===== config.mk =====
export PLATFORM = sky130hd
export DESIGN_NAME = core_dispatcher
export DESIGN_NICKNAME = d
export VERILOG_FILES = /design/src/rtl/core_dispatcher.sv
export SDC_FILE = /design/constraint.sdc
export NUM_CORES = 1
export LEC_CHECK = 0
export CORE_ASPECT_RATIO = 0.7
export CORE_MARGIN = 4
export CORE_UTILIZATION = 60
export CTS_BUF_LIST = sky130_fd_sc_hd__clkbuf_8
export DETAILED_ROUTE_END_ITERATION = 10
export GPL_ROUTABILITY_DRIVEN = 1
export PLACE_DENSITY = 0.86
export SKIP_CTS_REPAIR_TIMING = 1
export SLEW_MARGIN = 20
export SYNTH_ARGS = -nofsm -noshare
export SYNTH_HDL_FRONTEND = slang
export SYNTH_SLANG_ARGS = --single-unit

===== constraint.sdc =====
create_clock -name clock -period 3.46 [get_ports clock]
set_input_delay 0.346 -clock clock [delete_from_list [all_inputs] [get_ports clock]]
set_output_delay 0.346 -clock clock [all_outputs]
set_load 0.02 [all_outputs]

===== src/rtl/core_dispatcher.sv =====
// Supervisor for up to NUM_CORES matrix-multiply cores: launches them over the 2-bit
// status command lines, gathers end_process, acknowledges, and aborts hung jobs.
module core_dispatcher #(
    parameter int          NUM_CORES = 4,
    parameter logic [15:0] TIMEOUT   = 16'hFFFF,
    parameter int          CNT_W     = 32
) (
    input  logic                   clock,
    input  logic                   rst,
    input  logic                   start,
    input  logic [3:0]             num_active,
    input  logic [NUM_CORES-1:0]   end_process,
    output logic [2*NUM_CORES-1:0] status,
    output logic                   busy,
    output logic                   done,
    output logic                   timeout,
    output logic [CNT_W-1:0]       cycle_count
);

    typedef enum logic [2:0] {
        S_IDLE,
        S_LAUNCH,
        S_RUN,
        S_ACK,
        S_ABORT
    } state_t;

    localparam logic [1:0] CMD_HOLD  = 2'b00;
    localparam logic [1:0] CMD_GO    = 2'b01;
    localparam logic [1:0] CMD_ABORT = 2'b10;
    localparam logic [1:0] CMD_ACK   = 2'b11;
    localparam logic [3:0] MAX_N     = 4'(NUM_CORES);

    state_t                 state_q, state_d;
    logic [3:0]             n_q, n_d;
    logic [NUM_CORES-1:0]   finished_q, finished_d;
    logic [CNT_W-1:0]       cycle_count_q, cycle_count_d;
    logic [15:0]            wd_q, wd_d;
    logic                   timeout_q, timeout_d;
    logic                   done_q, done_d;
    logic                   busy_q, busy_d;
    logic [2*NUM_CORES-1:0] status_q, status_d;

    logic [3:0]             n_req;
    logic [NUM_CORES-1:0]   active_mask;
    logic [NUM_CORES-1:0]   active_end;

    always_comb begin
        n_req       = (num_active > MAX_N) ? MAX_N : num_active;
        active_mask = '0;
        for (int i = 0; i < NUM_CORES; i++) begin
            active_mask[i] = (4'(i) < n_q);
        end
        active_end = end_process & active_mask;
    end

    // The watchdog counter is kept apart from cycle_count so a narrow CNT_W that
    // saturates early can never stop the abort from firing.
    always_comb begin
        state_d       = state_q;
        n_d           = n_q;
        finished_d    = finished_q;
        cycle_count_d = cycle_count_q;
        wd_d          = wd_q;
        timeout_d     = timeout_q;
        done_d        = 1'b0;
        case (state_q)
            S_IDLE: begin
                if (start && (n_req != 4'd0)) begin
                    state_d       = S_LAUNCH;
                    n_d           = n_req;
                    finished_d    = '0;
                    cycle_count_d = '0;
                    wd_d          = '0;
                    timeout_d     = 1'b0;
                end
            end
            S_LAUNCH: begin
                state_d = S_RUN;
            end
            S_RUN: begin
                finished_d = finished_q | active_end;
                wd_d       = wd_q + 16'd1;
                if (cycle_count_q != '1) begin
                    cycle_count_d = cycle_count_q + CNT_W'(1);
                end
                if (&(finished_d | ~active_mask)) begin
                    state_d = S_ACK;
                end else if (wd_d >= TIMEOUT) begin
                    state_d = S_ABORT;
                end
            end
            S_ACK: begin
                if (active_end == '0) begin
                    state_d = S_IDLE;
                    done_d  = 1'b1;
                end
            end
            S_ABORT: begin
                state_d   = S_IDLE;
                timeout_d = 1'b1;
                done_d    = 1'b1;
            end
            default: begin
                state_d = S_IDLE;
            end
        endcase
    end

    // Commands are registered for the state being entered, so they line up with it.
    always_comb begin
        status_d = '0;
        for (int i = 0; i < NUM_CORES; i++) begin
            status_d[2*i +: 2] = CMD_HOLD;
            if (active_mask[i]) begin
                case (state_d)
                    S_RUN:   status_d[2*i +: 2] = finished_d[i] ? CMD_HOLD : CMD_GO;
                    S_ACK:   status_d[2*i +: 2] = CMD_ACK;
                    S_ABORT: status_d[2*i +: 2] = CMD_ABORT;
                    default: status_d[2*i +: 2] = CMD_HOLD;
                endcase
            end
        end
        busy_d = (state_d != S_IDLE);
    end

    always_ff @(posedge clock or posedge rst) begin
        if (rst) begin
            state_q       <= S_IDLE;
            n_q           <= '0;
            finished_q    <= '0;
            cycle_count_q <= '0;
            wd_q          <= '0;
            timeout_q     <= 1'b0;
            done_q        <= 1'b0;
            busy_q        <= 1'b0;
            status_q      <= '0;
        end else begin
            state_q       <= state_d;
            n_q           <= n_d;
            finished_q    <= finished_d;
            cycle_count_q <= cycle_count_d;
            wd_q          <= wd_d;
            timeout_q     <= timeout_d;
            done_q        <= done_d;
            busy_q        <= busy_d;
            status_q      <= status_d;
        end
    end

    assign status      = status_q;
    assign busy        = busy_q;
    assign done        = done_q;
    assign timeout     = timeout_q;
    assign cycle_count = cycle_count_q;

endmodule


Word level (Yosys, flattened, before mapping)
Cells that the tools add are included.

word-level totals
  output and inout bits = 43
  register bits = 70
  bits of input ports = 11
  word-level logic and storage cells = 72

operators by class
  $lt $le $gt $ge = 6
  eq/ne operators = 10
  mux-type cells = 29
  bitwise gates (word level) = 4
  reductions and logical operators = 12
  add/subtract/negate cells = 2

operator list
  kind                                                                              count
  32-bit 2-to-1 mux                                                                 2
  32-bit one-hot mux with 2 select lines                                            1
  32-bit by 1-bit adder with 32-bit output (second input constant)                  1
  32-bit inequality test (second input constant)                                    1
  16-bit one-hot mux with 2 select lines                                            1
  2-bit one-hot mux with 3 select lines                                             4
  16-bit by 1-bit adder with 16-bit output (second input constant)                  1
  16-bit >= comparator (second input constant)                                      1
  16-bit 2-to-1 mux                                                                 1
  3-bit by 2-bit == test with 1-bit output (second input constant)                  4
  3-bit 2-to-1 mux                                                                  4
  3-bit one-hot mux with 4 select lines                                             1
  1-bit by 4-bit less-than comparator with 1-bit output (first input constant)      2
  2-bit by 4-bit less-than comparator with 1-bit output (first input constant)      2
  2-bit 2-to-1 mux                                                                  4
  4-bit 2-to-1 mux                                                                  2
  4-bit OR                                                                          2
  4-bit one-hot mux with 2 select lines                                             1
  3-bit == test (second input constant)                                             2
  1-bit 2-to-1 mux                                                                  6
  2-bit AND reduction                                                               3
  4-bit bitwise AND                                                                 1
  4-bit by 3-bit greater-than comparator with 1-bit output (second input constant)  1
  4-bit logical NOT                                                                 1
  11 further kinds                                                                  14

Longest topological paths before layout
  depth in word-level cells = 10
  gate-level depth with buffers = 10
  mapped depth without buffers = 8

Least setup slack after synthesis
OpenSTA, ideal clock, no wires.

  kind = reg2reg
  from = reg cycle_count_q[0], in the netlist cycle_count[0]
  to = reg cycle_count_q[31], in the netlist cycle_count[31]
  path buffers = 3
  library setup time = 132 ps
  stages on the path, launching flop included = 11
  data required time = 3,328 ps
  arrival = 2,137 ps
  period minus slack after synthesis = 2,269 ps
  setup slack = 1,191 ps
  path through = dfrtp_1 > ha_1 > and3_1 > buf_2 > and3_4 > and2_1 > buf_6 > buf_6 > a2111oi_2 > xnor2_1 > nor2_1

on the way
  longest elaborated chain between the ends = 3
  elaborated cells between the ends (all ways) = 6
  those cells by class = add/sub (1); eq/ne (2); mux (2); reduce/logical (1)

ends and longest elaborated chain
  element                                                                                    line    source
  from (decl)                                                                                37      logic [CNT_W-1:0] cycle_count_q, cycle_count_d;
  from (signal assigned)                                                                     142     cycle_count_q <= cycle_count_d;
  32-bit by 1-bit adder with 32-bit output / 32-bit inequality test (equally long branches)  85, 84
  32-bit 2-to-1 mux / 2-bit inequality test (equally long branches)                          -
  32-bit one-hot mux with 2 select lines / 3-bit AND reduction (equally long branches)       -

Parallel ways exist; a longest one is shown, timed or not. The select of a mux whose other input is x is not followed.
A chain may end at the register's enable or synchronous reset.

Final worst setup path
  from = reg wd_q[0]
  to = reg status_q[0], in the netlist status[0]

on the way
  longest elaborated chain between the ends = 8
  elaborated cells between the ends (all ways) = 10
  those cells by class = add/sub (1); order compare (1); eq/ne (3); mux (5)

ends and longest elaborated chain
  element                                                                           line  source
  from (decl)                                                                       38    logic [15:0] wd_q, wd_d;
  from (signal assigned)                                                            143   wd_q <= wd_d;
  16-bit by 1-bit adder with 16-bit output (*)                                      83    wd_d = wd_q + 16'd1;
  16-bit >= comparator (*)                                                          89    end else if (wd_d >= TIMEOUT) begin
  3-bit 2-to-1 mux (*)                                                              89
  3-bit 2-to-1 mux (*)                                                              87    if (&(finished_d | ~active_mask)) begin
  3-bit one-hot mux with 4 select lines (*)                                         67    case (state_q)
  3-bit == test / 3-bit by 2-bit == test with 1-bit output (equally long branches)  116   case (state_d)
  2-bit one-hot mux with 3 select lines (*)                                         116
  2-bit 2-to-1 mux (*)                                                              115   if (active_mask[i]) begin
  via status_d[0]                                                                   42    logic [2*NUM_CORES-1:0] status_q, status_d;
  to (signal assigned)                                                              147   status_q <= status_d;
  to (decl)                                                                         42

Mark *: on every way through the listed nets, which the timed path passes. The rest lies on a longest branch.

==> summary by stage <==
Worst setup path
The largest single stage delay on the critical path is 0.53 ns. At the worst endpoint, the arrival time is 2.94 ns. In this design, the largest share of critical-path delay is due to simple AND/OR/NAND/NOR gates. In this run the worst path has a maximum fanout of 11. The total buffers and inverters traversed by the critical path is 0. Data on the critical path is required at its endpoint by 3.71 ns. The largest individual stage delay along the critical path comes from the cell sky130_fd_sc_hd__dfrtp_1. The worst setup path is captured at a flip-flop. Traced cell by cell, the critical path runs through ha_1 -> nand3_1 -> nor2_1 -> and4b_1 -> o32ai_2 -> o31ai_2 -> a211oi_1.

The worst setup path category is flip-flop to flip-flop. The worst setup path is launched from a flip-flop.

Global routing
The global-route wire length before repair is 16200 um. The total overflow left after global routing is 0. The maximum number of pins on one net before global-route repair is 40. The number of global-route vias before repair is 3229. For this run, the total global-route usage over all layers was measured as 24.6%. The initial antenna violation count is 0.

Finish
Summing all non-filler instances in the final layout gives an area of 0.00487 mm^2. Leaving out fill and tap cells, the most frequent cells in the layout are 70 x sky130_fd_sc_hd__dfrtp_1, 57 x sky130_fd_sc_hd__nor2_1, 53 x sky130_fd_sc_hd__clkdlybuf4s50_1, 49 x sky130_fd_sc_hd__nand2_1, 27 x sky130_fd_sc_hd__xnor2_1. The area growth from synthesis to layout is 20.5%. The antenna diode instance count is 0. The fraction of final layout cells with drive strength greater than 1 is 10.5%. Cells fill 76.5% of the core in the end.

At the end of the flow, the number of nets in the layout was 496. The library cell used most frequently in the layout, excluding fill and tap cells, is sky130_fd_sc_hd__dfrtp_1.

Routing
In this run the remaining antenna-violating nets after routing total 0. The number of iterations in the first detailed-routing pass is 5. Detailed routing placed a total of 831 um of wire on met3. The routed layout has 3592 vias. In the detailed route, the total length drawn on met2 is 4370 um.

The final routed DRC violation total is 0. The highest metal layer used by the detailed router is met4. In the routed layout, each cell is associated on average with a via count of 6.24. The violation count after the first detailed-routing iteration is 337. The average wire per cell in the routed design is 17.0 um. In the final routing, the length of wire on met1 measures 4510 um.

The final layout contains routed wiring with a total length of 9770 um.

Logic synthesis
In the post-synthesis netlist, the biggest area contributors are sky130_fd_sc_hd__dfrtp_1 43%, sky130_fd_sc_hd__xnor2_1 5.9%, sky130_fd_sc_hd__nor2_1 5.3%. Of the synthesized area, sequential elements account for 43.4%. The number of enable flip-flop cells after synthesis is 0. Counting every instance in the synthesized netlist gives 432. The number of distinct library cells after synthesis is 65. The net count of the mapped netlist is 447.

For this run, the number of Yosys warnings is 0. Dividing the synthesized area by the synthesized cell count gives 9.35 um^2. The synthesized design contains 70 register bits. The most used flip-flop cell after synthesis is sky130_fd_sc_hd__dfrtp_1. The share of the synthesized area in the top cell type is 43.4%. The netlist area before placement is 0.00404 mm^2. The share of flip-flops with an asynchronous set or reset after synthesis is 100%. Of all cell types, the one taking the most synthesized area is sky130_fd_sc_hd__dfrtp_1.

STA
After layout, the minimum clock period comes to 2.69 ns. Adding up every negative setup slack in the final design gives 0 ns. The number of endpoints with negative hold slack in the final report was 0. The upper clock frequency limit is 0.371 GHz. For the pin with the worst max-slew slack, the measured transition is 0.806 ns. In this run the tightest slew margin relative to its limit is 46.2%. The final-report max-slew violation count is 0.

The clock arrives with 0.00967 ns of skew. The final worst-path cycle share is 77.8%. Setup repair after global routing left no endpoint under its margin. The total setup violations reported at the end of the flow is 0.

Floorplanning
The core region is 0.00637 mm^2. The initial utilization of the core area, before any placement, comes to 63.4%. The floorplan step defined a die boundary enclosing 0.00813 mm^2. In this run the count of I/O pins placed on the die edge is 54. The vertical die dimension is 76.6 um.

The placement row count is 24. The die extent in x is 106 um.

Clocking
The clock sink total is 70. The total CTS buffers is 9. CTS placed an instance of sky130_fd_sc_hd__clkbuf_8 at the clock tree root.

The worst-case clock buffer depth is 2. The clock insertion delay at the later pin of the skew report is 0.35 ns. The clock edge transition at the registers on the reported setup and hold paths is 0.08 ns.

The number of levels the H-tree was split into is 3. TritonCTS built the clock tree.

Placement
The half-perimeter wire length of the detailed placement result is 6800 um. The placer congestion estimate is 0.910. The area of placed instances is 0.00462 mm^2. Input and output buffers added on the ports amount to 53.

Run
Across the run, the number of max-cap violations was 0.

Power and ir drop
The worst supply voltage drop on vdd is 372 uV. Summing internal, switching and leakage power gives 2.96 mW. Dividing total power by cell area gives a power density of 608 mW/mm^2. The static leakage is 1.95 nW.

Run status
The flow ran to the end, and the final reports show no timing, DRC or antenna violations.

Hold path
The worst min-delay path category is primary input to asynchronous set/reset pin.
final timing paths:
| path | startpoint | to | slack (ns) | cells past startpoint |
|---|---|---|---|---|
| max | wd_q[0]$_DFFE_PP0P_ | status[0]$_DFF_PP0_ | 0.77 | 7 |
| min | rst | cycle_count[30]$_DFFE_PP0P_ | 0.47 | 2 |
| max reg2reg | wd_q[0]$_DFFE_PP0P_ | status[0]$_DFF_PP0_ | 0.77 | 7 |
| min reg2reg | timeout$_DFFE_PP0P_ | timeout$_DFFE_PP0P_ | 0.51 | 2 |
| max in group asynchronous | rst | wd_q[9]$_DFFE_PP0P_ | 2.20 | 3 |
| min in group clock | timeout$_DFFE_PP0P_ | timeout$_DFFE_PP0P_ | 0.51 | 2 |
stage by stage:
step	std cells	setup slack [ns]	hold WS, ns
floorplan	432	1.19	0.450
global placement	561	0.881	0.487
detailed placement	561	0.736	0.493
CTS	576	0.791	0.500
global route	576	0.554	0.533
finish	576	0.768	0.468
cell usage after synthesis (3+ instances only):
master	count
sky130_fd_sc_hd__a2111oi_2	6
sky130_fd_sc_hd__a211oi_1	14
sky130_fd_sc_hd__a21oi_1	18
sky130_fd_sc_hd__a31oi_1	8
sky130_fd_sc_hd__and3_1	4
sky130_fd_sc_hd__and4_1	5
sky130_fd_sc_hd__and4b_1	3
sky130_fd_sc_hd__buf_1	3
sky130_fd_sc_hd__buf_2	6
sky130_fd_sc_hd__buf_6	3
sky130_fd_sc_hd__clkbuf_1	10
sky130_fd_sc_hd__dfrtp_1	70
sky130_fd_sc_hd__ha_1	4
sky130_fd_sc_hd__inv_1	13
sky130_fd_sc_hd__nand2_1	49
sky130_fd_sc_hd__nand2b_1	3
sky130_fd_sc_hd__nand3_1	23
sky130_fd_sc_hd__nand4_1	8
sky130_fd_sc_hd__nand4_2	4
sky130_fd_sc_hd__nor2_1	57
sky130_fd_sc_hd__nor2b_1	3
sky130_fd_sc_hd__nor3_1	8
sky130_fd_sc_hd__nor4_1	3
sky130_fd_sc_hd__nor4_4	3
sky130_fd_sc_hd__o21ai_0	24
sky130_fd_sc_hd__o22ai_1	4
sky130_fd_sc_hd__o31ai_1	5
sky130_fd_sc_hd__xnor2_1	27
sky130_fd_sc_hd__xor2_1	3
final cells by class:
cell class | count | area [um^2]
flip-flops and latches | 70 | 1750
multi-input cells | 326 | 2120
well taps | 91 | 114
fillers | 426 | 1500
repair buffers | 61 | 591
inverters | 13 | 48.8
clock inverters | 5 | 108
clock buffers | 10 | 138
power breakdown:
part / total [mW] / internal [mW] / switching [mW] / leakage, nW
Combinational: 1.00 / 0.383 / 0.620 / 0.888
Sequential: 1.13 / 0.963 / 0.171 / 0.940
Clock: 0.820 / 0.497 / 0.323 / 0.123
sequential cells by signal (all words and copies together) (netlist names):
signal       count
finished_q       4
wd_q            16
done             1
timeout          1
n_q              4
busy             1
cycle_count     32
state_q          3
status           8
kinds of logic (layout without fill, tap and decap cells):
group                      count (synthesis)  after routing  share of synthesized area, %
muxes                                      1              1                         0.248
buffers and inverters                     36             89                          4.18
and+or+nand+nor                          189            189                          25.7
xor gates and xnor gates                  30             30                          6.51
AOI/OAI and AO/OA                        102            102                          18.8
adders and majority gates                  4              4                          1.24
DFF                                       70             70                          43.4
metal layers:
layer / global-route usage [%] / vias to the layer above
met1: 36.7 / 1739
li1: - / 1664
met2: 35.2 / 179
met4: 5.05 / 0
met3: 7.79 / 10
met5: 0 / -
worst register-to-register path: stages, from the launching register on:
cell and delay, ns:
sky130_fd_sc_hd__dfrtp_1 0.53, sky130_fd_sc_hd__ha_1 0.39, sky130_fd_sc_hd__nand3_1 0.23, sky130_fd_sc_hd__nor2_1 0.38, sky130_fd_sc_hd__and4b_1 0.26, sky130_fd_sc_hd__o32ai_2 0.35, sky130_fd_sc_hd__o31ai_2 0.20, sky130_fd_sc_hd__a211oi_1 0.25
Note: power is estimated with default switching activity, not from simulation.
